**src/rtl/wb_pkg.sv**
```systemverilog
// Shared definitions for the writeback stage: load encodings, FSM states and
// default widths.
package wb_pkg;

  localparam int unsigned DEFAULT_DATA_WIDTH  = 32;
  localparam int unsigned DEFAULT_RADDR_WIDTH = 5;

  typedef enum logic [2:0] {
    LT_LB  = 3'b000,
    LT_LH  = 3'b001,
    LT_LW  = 3'b010,
    LT_LD  = 3'b011,
    LT_LBU = 3'b100,
    LT_LHU = 3'b101,
    LT_LWU = 3'b110
  } load_type_e;

  typedef enum logic {
    ST_IDLE      = 1'b0,
    ST_WAIT_LOAD = 1'b1
  } wb_state_e;

endpackage

```
**src/rtl/load_align.sv**
```systemverilog
// Combinational load extraction: picks the addressed byte/half/word out of an
// aligned memory word and sign- or zero-extends it to DATA_WIDTH.
module load_align
  import wb_pkg::*;
#(
  parameter int unsigned DATA_WIDTH = DEFAULT_DATA_WIDTH
) (
  input  logic [2:0]                      load_type,
  input  logic [$clog2(DATA_WIDTH/8)-1:0] offset,
  input  logic [DATA_WIDTH-1:0]           rdata,
  output logic [DATA_WIDTH-1:0]           data
);

  localparam int unsigned OFF_W = $clog2(DATA_WIDTH/8);
  localparam logic [OFF_W-1:0] HALF_MASK = ~OFF_W'(1);
  // Only a 64-bit word holds two 32-bit lanes; on 32-bit the word is the whole bus.
  localparam logic [OFF_W-1:0] WORD_MASK = (DATA_WIDTH == 64) ? OFF_W'(3'b100) : '0;

  logic [7:0]  b;
  logic [15:0] h;
  logic [31:0] w;

  always_comb begin
    b = 8'(rdata >> {offset, 3'b000});
    h = 16'(rdata >> {offset & HALF_MASK, 3'b000});
    w = 32'(rdata >> {offset & WORD_MASK, 3'b000});
    case (load_type_e'(load_type))
      LT_LB:   data = DATA_WIDTH'($signed(b));
      LT_LBU:  data = DATA_WIDTH'(b);
      LT_LH:   data = DATA_WIDTH'($signed(h));
      LT_LHU:  data = DATA_WIDTH'(h);
      LT_LW:   data = DATA_WIDTH'($signed(w));
      LT_LWU:  data = DATA_WIDTH'(w);
      default: data = rdata;
    endcase
  end

endmodule

```
**src/rtl/writeback_pipe.sv**
```systemverilog
// Writeback stage: registers ALU results or extracted load data into the
// register file, waiting in WAIT_LOAD for late memory responses.
module writeback_pipe
  import wb_pkg::*;
#(
  parameter int unsigned DATA_WIDTH  = DEFAULT_DATA_WIDTH,
  parameter int unsigned RADDR_WIDTH = DEFAULT_RADDR_WIDTH
) (
  input  logic                   clk,
  input  logic                   rst,
  input  logic                   in_valid,
  output logic                   in_ready,
  input  logic                   flush,
  input  logic                   reg_web,
  input  logic                   mem_to_reg,
  input  logic [RADDR_WIDTH-1:0] rd,
  input  logic [DATA_WIDTH-1:0]  alu_result,
  input  logic [2:0]             load_type,
  input  logic                   mem_rvalid,
  input  logic [DATA_WIDTH-1:0]  mem_rdata,
  output logic                   reg_write,
  output logic [RADDR_WIDTH-1:0] reg_waddr,
  output logic [DATA_WIDTH-1:0]  reg_wdata,
  output logic                   busy
);

  localparam int unsigned OFF_W = $clog2(DATA_WIDTH/8);

  wb_state_e              state_q, state_d;
  logic [RADDR_WIDTH-1:0] cap_rd_q, cap_rd_d;
  logic [2:0]             cap_type_q, cap_type_d;
  logic [OFF_W-1:0]       cap_off_q, cap_off_d;

  logic                   wr_d;
  logic [RADDR_WIDTH-1:0] waddr_d;
  logic [DATA_WIDTH-1:0]  wdata_d;

  logic [2:0]             al_type;
  logic [OFF_W-1:0]       al_off;
  logic [DATA_WIDTH-1:0]  al_data;
  logic                   accept;

  assign in_ready = (state_q == ST_IDLE);
  assign busy     = (state_q == ST_WAIT_LOAD);
  assign accept   = in_valid & in_ready & ~flush;

  // One aligner serves both paths: live inputs in IDLE, captured fields in WAIT_LOAD.
  load_align #(.DATA_WIDTH(DATA_WIDTH)) u_align (
    .load_type (al_type),
    .offset    (al_off),
    .rdata     (mem_rdata),
    .data      (al_data)
  );

  always_ff @(posedge clk) begin
    if (rst) begin
      state_q    <= ST_IDLE;
      cap_rd_q   <= '0;
      cap_type_q <= '0;
      cap_off_q  <= '0;
      reg_write  <= 1'b0;
      reg_waddr  <= '0;
      reg_wdata  <= '0;
    end else begin
      state_q    <= state_d;
      cap_rd_q   <= cap_rd_d;
      cap_type_q <= cap_type_d;
      cap_off_q  <= cap_off_d;
      reg_write  <= wr_d;
      reg_waddr  <= waddr_d;
      reg_wdata  <= wdata_d;
    end
  end

  always_comb begin
    state_d    = state_q;
    cap_rd_d   = cap_rd_q;
    cap_type_d = cap_type_q;
    cap_off_d  = cap_off_q;
    wr_d       = 1'b0;
    waddr_d    = '0;
    wdata_d    = '0;
    al_type    = load_type;
    al_off     = alu_result[OFF_W-1:0];

    unique case (state_q)
      ST_IDLE: begin
        if (accept && reg_web) begin
          if (!mem_to_reg) begin
            wr_d    = 1'b1;
            waddr_d = rd;
            wdata_d = alu_result;
          end else if (mem_rvalid) begin
            wr_d    = 1'b1;
            waddr_d = rd;
            wdata_d = al_data;
          end else begin
            state_d    = ST_WAIT_LOAD;
            cap_rd_d   = rd;
            cap_type_d = load_type;
            cap_off_d  = alu_result[OFF_W-1:0];
          end
        end
      end
      ST_WAIT_LOAD: begin
        al_type = cap_type_q;
        al_off  = cap_off_q;
        if (flush) begin
          state_d = ST_IDLE;
        end else if (mem_rvalid) begin
          state_d = ST_IDLE;
          wr_d    = 1'b1;
          waddr_d = cap_rd_q;
          wdata_d = al_data;
        end
      end
    endcase

    // x0 is hardwired; a write to it collapses to the all-zero idle output.
    if (waddr_d == '0) begin
      wr_d    = 1'b0;
      wdata_d = '0;
    end
  end

endmodule

```
**config.mk**
```make
export PLATFORM = sky130hd
export DESIGN_NAME = writeback_pipe
export DESIGN_NICKNAME = d
export VERILOG_FILES = /design/src/rtl/wb_pkg.sv /design/src/rtl/load_align.sv /design/src/rtl/writeback_pipe.sv
export SDC_FILE = /design/constraint.sdc
export NUM_CORES = 1
export LEC_CHECK = 0
export ABC_AREA = 1
export BUFFER_PORTS_ARGS = -buffer_cell sky130_fd_sc_hd__buf_4
export CORE_UTILIZATION = 45
export DETAILED_ROUTE_END_ITERATION = 6
export GPL_TIMING_DRIVEN = 0
export HOLD_SLACK_MARGIN = 0.02
export PLACE_DENSITY = 0.81
export SYNTH_ARGS = -nofsm -noshare
export SYNTH_HDL_FRONTEND = slang
export SYNTH_SLANG_ARGS = --single-unit
```
**constraint.sdc**
```tcl
create_clock -name clk -period 1.8 [get_ports clk]
set_input_delay 0.36 -clock clk [delete_from_list [all_inputs] [get_ports clk]]
set_output_delay 0.36 -clock clk [all_outputs]
set_load 0.02 [all_outputs]
```
---- After elaboration in Yosys (flattened, before gate mapping) ----
Index checks and enable logic that the tools add are counted.
word-level totals
  bits in registers ....................... 49
  input bits .............................. 79
  logic and storage cells ................. 46
operators by class
  eq/ne operators ......................... 3
  shift operators ......................... 2
  multiplexer cells ....................... 24
  bitwise operators ....................... 5
  reduce and logical (&&, ||, !) cells .... 5
operator list
  kind                                                                    count
  32-bit two-way mux                                                      4
  32-bit one-hot mux with 4 select lines                                  1
  32-bit one-hot mux with 2 select lines                                  1
  32-bit by 5-bit right shift with 16-bit output                          1
  32-bit by 5-bit right shift with 8-bit output                           1
  5-bit two-way mux                                                       5
  5-bit one-hot mux with 2 select lines                                   1
  1-bit two-way mux                                                       8
  3-bit equality test (second input constant)                             2
  5-bit zero test                                                         1
  1-bit one-hot mux with 2 select lines                                   2
  4-bit AND reduction                                                     1
  3-bit by 1-bit equality test with 1-bit output (second input constant)  1
  3-bit zero test                                                         1
  3-bit two-way mux                                                       1
  1-bit NOT                                                               3
  1-bit AND                                                               2
  2-bit two-way mux                                                       1
  2-bit OR reduction                                                      1
  1-bit logical AND                                                       1

---- Longest topological paths before layout ----
Gate-level depths: netlist of run 1.
  depth in word-level cells ............... 8
  depth in mapped cells ................... 10

---- Hierarchy ----
From an unflattened synthesis of run 1, not the netlist that was laid out.
second synthesis, totals
  cell total of the unflattened synthesis .. 505
  area total of the unflattened synthesis .. 3130.5 um^2
modules (own cells, without submodules)
  module          times used  cells an instance  area an instance (um^2)  seq. area each (um^2)
  writeback_pipe  1           348                2270.9                   980.9
  load_align      1           157                859.6                    0.0

---- Worst setup path before layout of run 1 ----
OpenSTA, ideal clock, no wires.
  kind .................................... reg2reg
  from .................................... register state_q (netlist: busy)
  to ...................................... register reg_wdata[20]
  arrival time ............................ 1.513 ns
  path slack .............................. 0.174 ns
  cell stages (with the launch flop) ...... 11
  buffers on the path ..................... 1
  period minus slack after synthesis ...... 1.626 ns
  cell sequence ........................... dfxtp_1 inv_2 nand2_2 nor2_4 nand2_1 nand2_1 nor2_1 nand3_4 buf_4 nand3_1 nor2_1
between the ends
  cells in the longest elaborated chain, start to end .. 8
  elaborated cells between the ends (all ways) .. 22
  those cells by class .................... eq/ne: 3; shift: 2; mux: 10; bitwise: 3; reduce/logical: 4
ends and longest elaborated chain
  item                                   line                   text
  start: declaration                     writeback_pipe.sv:29   wb_state_e state_q, state_d;
  start signal: assignment               writeback_pipe.sv:65   state_q <= state_d;
  1-bit NOT (no source line) *           n/a
  net in_ready                           writeback_pipe.sv:12   output logic in_ready,
  1-bit AND (2 in series)                writeback_pipe.sv:45   assign accept = in_valid & in_ready & ~flush;
  1-bit logical AND                      writeback_pipe.sv:88   if (accept && reg_web) begin
  5-bit two-way mux                      writeback_pipe.sv:88
  5-bit one-hot mux with 2 select lines  writeback_pipe.sv:86   unique case (state_q)
  5-bit zero test                        writeback_pipe.sv:120  if (waddr_d == '0) begin
  2-bit OR reduction (no source line)    n/a
  end signal: assignment                 writeback_pipe.sv:71   reg_wdata <= wdata_d;
  end: declaration                       writeback_pipe.sv:23   output logic [DATA_WIDTH-1:0] reg_wdata,
Mark *: on every way through the listed nets, which the timed path passes. The rest lies on a longest branch.
A chain may end at the register's enable or synchronous reset.

---- Worst setup path in the final report of run 1 ----
  from .................................... register state_q (netlist: busy)
  to ...................................... register reg_wdata[2]
between the ends
  cells in the longest elaborated chain, start to end .. 8
  elaborated cells between the ends (all ways) .. 22
  those cells by class .................... eq/ne: 3; shift: 2; mux: 10; bitwise: 3; reduce/logical: 4
ends and longest elaborated chain
  item
  parallel branches: the longest is 8 deep, another holds 32-bit by 5-bit right shift with 16-bit output
Parallel ways; which one is timed is not known.

==> impl_metrics.tcl, run 1 <==
set metrics [dict create \
    outcome "finished clean" \
    finalNetCount 683 \
    critical_path.slowest_cell "sky130_fd_sc_hd__dfxtp_4" \
    initial_antenna_violation_count 0 \
    cp_slowest_stage_delay_ns 0.40 \
    yosys_register_bits 49 \
    max-cap-violations 0 \
    library_cells_used_by_synthesis 28 \
    routed_via_density 5.36 \
    preCtsSetupSlack_ns -0.00838 \
    crit_path_frequent_cell "sky130_fd_sc_hd__nand2_1" \
    whs_endpoint "reg_waddr[0]$_SDFF_PP0_" \
    r2r_cell_count 9 \
    clk_path_buf_depth 2 \
    antenna_cells 0 \
    skew_ns 0.0122 \
    detailedRoute.firstPassIterationCount 5 \
    worst-slew-pin-transition_ns 0.546 \
    hold_viol_final 0 \
    layout.filler_cells 604 \
    synthCells 478 \
    wl_per_cell_um 14.5 \
    timing.final.crit_share_pct 92.4 \
    finalCriticalPeriod_ns 1.66 \
    setup_viol_count_final 0 \
    clock_tree.htree_level_count 2 \
    min_path_type "in2reg" \
    vdd_drop_max_mv 0.328 \
    dr.first_iter.drc_count 323 \
    cts-root-buf "sky130_fd_sc_hd__clkbuf_8" \
    power.leakage_nw 2.01 \
    rsz0062_at_grt "no" \
    crit_chain "buf_6 -> nand2_1 -> nand2_1 -> nand2_1 -> nand2_1 -> nor2_1 -> nor2_1 -> nand3_1 -> a21oi_1" \
    critical_path.reg2reg.endpoint "reg_wdata[2]$_SDFF_PP0_" \
    critical_path.endpoint_type "flop" \
    grt_first_pass_wirelength_um 15600 \
    antenna_violating_nets_remaining 0 \
    syn_area_per_cell_um2 6.16 \
    seq_area_frac_synth_pct 33.3 \
    place.gp.congestion 0.958 \
    timing.hold.worst.start "rd[0]" \
    timing.reg2reg.setup_slack_ns 0.14 \
    global_route_overflow 0 \
    critical_path_class "reg2reg" \
    synth.yosys.warnings 0 \
    die_h_um 82.9 \
    syn-cell-area_um2 2940 \
    die-area_um2 6870 \
    clock-sinks 49 \
    critical_path.max_fanout 10 \
    maximum_number_of_pins_on_one_net_before_global_route_repair 16 \
    worst_r2r_startpoint "busy$_SDFF_PP0_" \
    setup_slack_ns 0.137 \
    clock_tree_from_tritoncts "done" \
    place_hpwl_um 7500 \
    clkLatencyLatePin_ns 0.31 \
    synth_fp_nets 557 \
    design_power_total_mw 2.32 \
    mostFrequentLayoutCells "122 x sky130_fd_sc_hd__buf_4, 116 x sky130_fd_sc_hd__nand2_1, 56 x sky130_fd_sc_hd__nand3_1" \
    die_width_um 82.9 \
    globalRouteTotalUtil_pct 27.4 \
    cts_buf_count 5 \
    worst_slew_margin_rel_pct 63.6 \
    clkSlewWorstSetupHoldPaths_ns 0.09 \
    power_density_normalized_to_cell_area_nw_per_um2 574 \
    route.detailed.drc 0 \
    storage_element_area_um2 985 \
    starting_density_of_the_core_pct 46.6 \
    layout_commonest_cell "sky130_fd_sc_hd__buf_4" \
    detail_route.wirelength_um 9900 \
    multi_input_comb_area_um2 1660 \
    row_cnt 29 \
    io_pins 119 \
    achievable-frequency_mhz 601 \
    final_layout_size_suffix_gt1_share_pct 28.4 \
    slew_viol_final 0 \
    grt_pass1_vias 3436 \
    number_of_stages_on_the_worst_hold_path 3 \
    crit_required_ns 2.04 \
    startpoint_type "flop" \
    cp_data_arrival_time_ns 1.91 \
    number_of_buffer_cells_added_on_primary_ports 118 \
    fin_util_pct 64.1 \
    synthToLayoutAreaGrowth_pct 37.5 \
    route.vias.total 3653 \
    fp.coreArea_um2 6310 \
]
## metal layers
metal	track usage [%]	up-vias	share of wire (%)
met1	33.6	1642	39
met5	0	-	0
met2	46.3	210	49
met4	9.56	0	1.7
li1	-	1783	-
met3	7.36	18	10
## synthesized netlist by cell type
master                     number  area, um^2
sky130_fd_sc_hd__nand2_4        2        22.5
sky130_fd_sc_hd__buf_4          3        22.5
sky130_fd_sc_hd__nand2_1      117         439
sky130_fd_sc_hd__nor2_1        58         218
sky130_fd_sc_hd__a21oi_2        1        8.76
sky130_fd_sc_hd__nand3_1       56         280
sky130_fd_sc_hd__or2_2          8        50.1
sky130_fd_sc_hd__nand3_4        1        17.5
sky130_fd_sc_hd__buf_6          2        22.5
sky130_fd_sc_hd__nand3_2        2        20.0
sky130_fd_sc_hd__nor2_2         1        6.26
sky130_fd_sc_hd__nor3_1        18        90.1
sky130_fd_sc_hd__buf_1          3        11.3
sky130_fd_sc_hd__inv_1         51         191
sky130_fd_sc_hd__o21ba_2        1        10.0
sky130_fd_sc_hd__nand4_1        1        6.26
sky130_fd_sc_hd__a21oi_1       39         195
sky130_fd_sc_hd__dfxtp_1       49         981
sky130_fd_sc_hd__inv_2          6        22.5
sky130_fd_sc_hd__o211ai_1       7        52.6
sky130_fd_sc_hd__o21ai_0       28         140
sky130_fd_sc_hd__o21ai_1        1        5.00
sky130_fd_sc_hd__buf_2          4        20.0
sky130_fd_sc_hd__a21boi_0       1        7.51
sky130_fd_sc_hd__nand2_2        6        37.5
sky130_fd_sc_hd__o21ai_2        1        8.76
sky130_fd_sc_hd__nor2_4         2        22.5
sky130_fd_sc_hd__clkbuf_1       9        33.8
## sequential cells by signal, indices dropped and copies added (netlist names)
| register | count |
|---|---|
| reg_write | 1 |
| cap_type_q | 3 |
| cap_off_q | 2 |
| cap_rd_q | 5 |
| reg_waddr | 5 |
| reg_wdata | 32 |
| busy | 1 |
## repair_timing
item | 4_1_cts | 5_1_grt
setup buffers | 0 | 1
resized for setup | 0 | 10
hold buffers | 0 | 0
endpoints found under the setup margin | 0 | 37
## kinds of logic after synthesis
kind of cell | count (synthesis) | synth area share, %
simple gates | 272 | 41.1
compound gates | 79 | 14.5
buf+inv | 78 | 11.0
flops | 49 | 33.3
## critical path: cells and delay by family, from the launching register on
| kind | cells | cell delay [ns] |
|---|---|---|
| flops | 1 | 0.40 |
| compound gates | 1 | 0.14 |
| simple gates | 7 | 0.93 |
| buf+inv | 1 | 0.15 |
## metrics by stage
| step | std cells | area, um^2 | setup TNS, ns | hold slack [ns] |
|---|---|---|---|---|
| after floorplan | 478 | 2940 | 0 | 0.425 |
| after global placement | 673 | 3930 | 0 | 0.435 |
| after detailed placement | 673 | 3930 | -0.00838 | 0.449 |
| after CTS | 681 | 4010 | 0 | 0.319 |
| after global routing | 682 | 4050 | 0 | 0.340 |
| final | 682 | 4050 | 0 | 0.316 |
## power by group
group	switching [mW]	total, mW	internal, mW
sequential	0.00427	1.10	1.09
combinational	0.323	0.561	0.238
clock	0.395	0.664	0.269
## worst max path at each step
stage                          startpoint                       end  slack, ns  depth (start not counted)
after detailed placement       mem_to_reg   reg_wdata[5]$_SDFF_PP0_     -0.008                          9
final                     busy$_SDFF_PP0_   reg_wdata[2]$_SDFF_PP0_       0.14                          9
after global routing      busy$_SDFF_PP0_  reg_wdata[22]$_SDFF_PP0_      0.005                          9
after floorplan           busy$_SDFF_PP0_  reg_wdata[20]$_SDFF_PP0_       0.17                         10
after CTS                 busy$_SDFF_PP0_   reg_wdata[5]$_SDFF_PP0_       0.02                          9
after global placement         mem_to_reg   reg_wdata[4]$_SDFF_PP0_      0.008                          9
## final cells by class
class / instances / area share (%)
plain buffers: 21 / 2.72
repair buffers: 119 / 22.1
inverters: 57 / 5.35
clock inverters: 3 / 0.433
multi-input cells: 351 / 41.0
flip-flops and latches: 49 / 24.3
clock buffers: 5 / 1.70
well taps: 77 / 2.38
Note: power is estimated with default switching activity, not from simulation.
==> run 2: changes to the inputs <==
PLACE_DENSITY = 0.8   (was 0.81)
SYNTH_HIERARCHICAL = 1   (was default)
TNS_END_PERCENT = 1   (was default)
==> impl_metrics.tcl, run 2 <==
set metrics [dict create \
    reg_top3 "reg_wdata (32), cap_rd_q (5), reg_waddr (5)" \
    maximum_number_of_pins_on_one_net_before_global_route_repair 16 \
    initial_antenna_violation_count 0 \
    top_register "reg_wdata" \
    timing.final.crit_share_pct 100 \
    startpoint_type "flop" \
    post-synth-top-area-fraction_pct 31.3 \
    clock_tree.htree_level_count 2 \
    route.vias.total 3652 \
    setup_viol_count_final 1 \
    skew_ns 0.0109 \
    grt_pass1_vias 3314 \
    synthToLayoutAreaGrowth_pct 46.5 \
    final_layout_size_suffix_gt1_share_pct 35.9 \
    fp.coreArea_um2 6760 \
    yosys.area.top_type "sky130_fd_sc_hd__dfxtp_1" \
    min_path_type "in2reg" \
    critical_path_class "reg2reg" \
    final_cells 726 \
    synth-edff-count 0 \
    max-cap-violations 0 \
    clock_tree_from_tritoncts "done" \
    mostFrequentLayoutCells "133 x sky130_fd_sc_hd__buf_4, 128 x sky130_fd_sc_hd__nor2_1, 99 x sky130_fd_sc_hd__nand2_1" \
    die-area_um2 7290 \
    gr-max-usage-layer "met2" \
    achievable-frequency_mhz 553 \
    routed_via_density 5.03 \
    io_pins 119 \
    place_hpwl_um 7080 \
    synthMostInstantiatedCell "sky130_fd_sc_hd__nor2_1" \
    row_cnt 30 \
    cts-hold-fix-buffers 0 \
    clkSlewWorstSetupHoldPaths_ns 0.10 \
    power_density_normalized_to_cell_area_nw_per_um2 534 \
    global_route_overflow 0 \
    starting_density_of_the_core_pct 46.3 \
    cp_data_arrival_time_ns 2.07 \
    syn-cell-area_um2 3130 \
    largest_reg_flops 32 \
    setup_slack_ns -0.00884 \
    syn_area_per_cell_um2 6.20 \
    worst-slew-pin-transition_ns 0.468 \
    dr.first_iter.drc_count 294 \
    vdd_drop_max_mv 0.321 \
    yosys_register_bits 49 \
    critical_path.endpoint_type "flop" \
    synthCells 505 \
    finalCriticalPeriod_ns 1.81 \
    die_h_um 85.4 \
    finalNetCount 724 \
    antenna_violating_nets_remaining 0 \
    number_of_buffer_cells_added_on_primary_ports 117 \
    hold_viol_final 0 \
    synth_top_cells_by_count "136 x sky130_fd_sc_hd__nor2_1, 109 x sky130_fd_sc_hd__nand2_1, 54 x sky130_fd_sc_hd__inv_1" \
    power.leakage_nw 2.35 \
    grt_util_met2_pct 44.9 \
    violations "setup timing" \
    postSynth.asyncResetShare_pct 0 \
    outcome "finished, violations left" \
    rsz0062_at_grt "yes" \
    library_cells_used_by_synthesis 27 \
    synth-main-ff-cell "sky130_fd_sc_hd__dfxtp_1" \
    critical_path.max_fanout 7 \
    crit_required_ns 2.06 \
    route.detailed.drc 0 \
    worst_slew_margin_rel_pct 68.8 \
    synth_fp_nets 584 \
    synth.yosys.warnings 6 \
    grt_first_pass_wirelength_um 15200 \
    clk_path_buf_depth 2 \
    layout_commonest_cell "sky130_fd_sc_hd__buf_4" \
    clkLatencyLatePin_ns 0.31 \
    grt_use_met3_pct 4.47 \
    fin_hold_ws_ns 0.236 \
    antenna_cells 0 \
    setup_total_negative_slack_ns -0.00884 \
    grtUsageMet1_pct 33.0 \
    slew_viol_final 0 \
    cts_buf_count 5 \
    globalRouteTotalUtil_pct 26.2 \
    yosys-top-cells-area "sky130_fd_sc_hd__dfxtp_1 31%, sky130_fd_sc_hd__nor2_1 16%, sky130_fd_sc_hd__nand2_1 13%" \
    place.gp.congestion 0.895 \
    detail_route.wirelength_um 9840 \
    detailedRoute.firstPassIterationCount 6 \
    seq_area_frac_synth_pct 31.3 \
    clock-sinks 49 \
    die_width_um 85.4 \
    cts-root-buf "sky130_fd_sc_hd__clkbuf_8" \
    preCtsSetupSlack_ns -0.348 \
    wl_per_cell_um 13.5 \
    placed_cells_incl_taps 702 \
]
-- run 2: changes by cell type in the layout (fill, tap and decap cells not counted), moves of 11 or more --
cell	previous run	this run
sky130_fd_sc_hd__o21ai_0	28	3
sky130_fd_sc_hd__nor3_1	18	2
sky130_fd_sc_hd__nand2_1	116	99
sky130_fd_sc_hd__buf_4	122	133
sky130_fd_sc_hd__nand3_1	56	34
sky130_fd_sc_hd__a21oi_1	39	15
sky130_fd_sc_hd__nor2_1	55	128
sky130_fd_sc_hd__nand3_2	1	24
-- run 2: report_power, final --
group          internal [mW]  switching (mW)
clock                  0.278           0.395
sequential              1.09         0.00383
combinational          0.313           0.364
-- run 2: cells by family after synthesis --
family          share of synthesized area, %
simple gates                            48.7
buf+inv                                 13.1
flops                                   31.3
compound gates                          6.83
-- run 2: worst paths after layout --
path                         startpoint                          to  slack (ns)  cells after the start
max                     busy$_SDFF_PP0_    reg_wdata[24]$_SDFF_PP0_      -0.009                     13
min                                 rst             busy$_SDFF_PP0_        0.24                      2
max reg2reg             busy$_SDFF_PP0_    reg_wdata[24]$_SDFF_PP0_      -0.009                     13
min reg2reg  cap_type_q[1]$_SDFFE_PP0P_  cap_type_q[1]$_SDFFE_PP0P_        0.46                      2
-- run 2: through the flow --
| step | utilization (%) | cell area, um^2 | power (mW) |
|---|---|---|---|
| after global routing | 67.9 | 4590 | 2.57 |
| after CTS | 64.7 | 4370 | 2.39 |
| after floorplan | - | 3140 | 1.45 |
| after global placement | 60.9 | 4120 | 1.69 |
| after detailed placement | 60.9 | 4120 | 1.69 |
| final | 67.9 | 4590 | 2.45 |
-- run 2: timing repair --
item	CTS	global route
gates resized for setup	20	57
pin swaps	2	51
cloned	1	2
endpoints found under the setup margin	32	33
buffers inserted	9	5
-- run 2: final cells by class --
class | count | area (um^2)
fill | 619 | 2170
multi-input combinational | 369 | 1890
timing repair buffer | 133 | 1040
sequential | 49 | 982
buffer | 28 | 258
inverter | 59 | 224
tap | 80 | 100
clock buffer | 6 | 72.6
clock inverter | 2 | 13.8
-- run 2: per-layer routing --
metal,part of all wire (%),vias up
met3,8.0,25
li1,-,1839
met4,2.4,0
met1,43,1602
met5,0,-
met2,47,186
-- run 2: critical path, cell delays in order (launching register included) --
cell and delay [ns]:
sky130_fd_sc_hd__dfxtp_2 0.35, sky130_fd_sc_hd__buf_8 0.14, sky130_fd_sc_hd__o21ai_4 0.25, sky130_fd_sc_hd__inv_4 0.09, sky130_fd_sc_hd__nand2_4 0.09, sky130_fd_sc_hd__nand3_4 0.08
sky130_fd_sc_hd__nand2_4 0.11, sky130_fd_sc_hd__nand2_8 0.10, sky130_fd_sc_hd__clkbuf_16 0.19, sky130_fd_sc_hd__nand3_2 0.06, sky130_fd_sc_hd__inv_1 0.04, sky130_fd_sc_hd__nor2_1 0.11
sky130_fd_sc_hd__nor2_1 0.06, sky130_fd_sc_hd__nor2_1 0.09
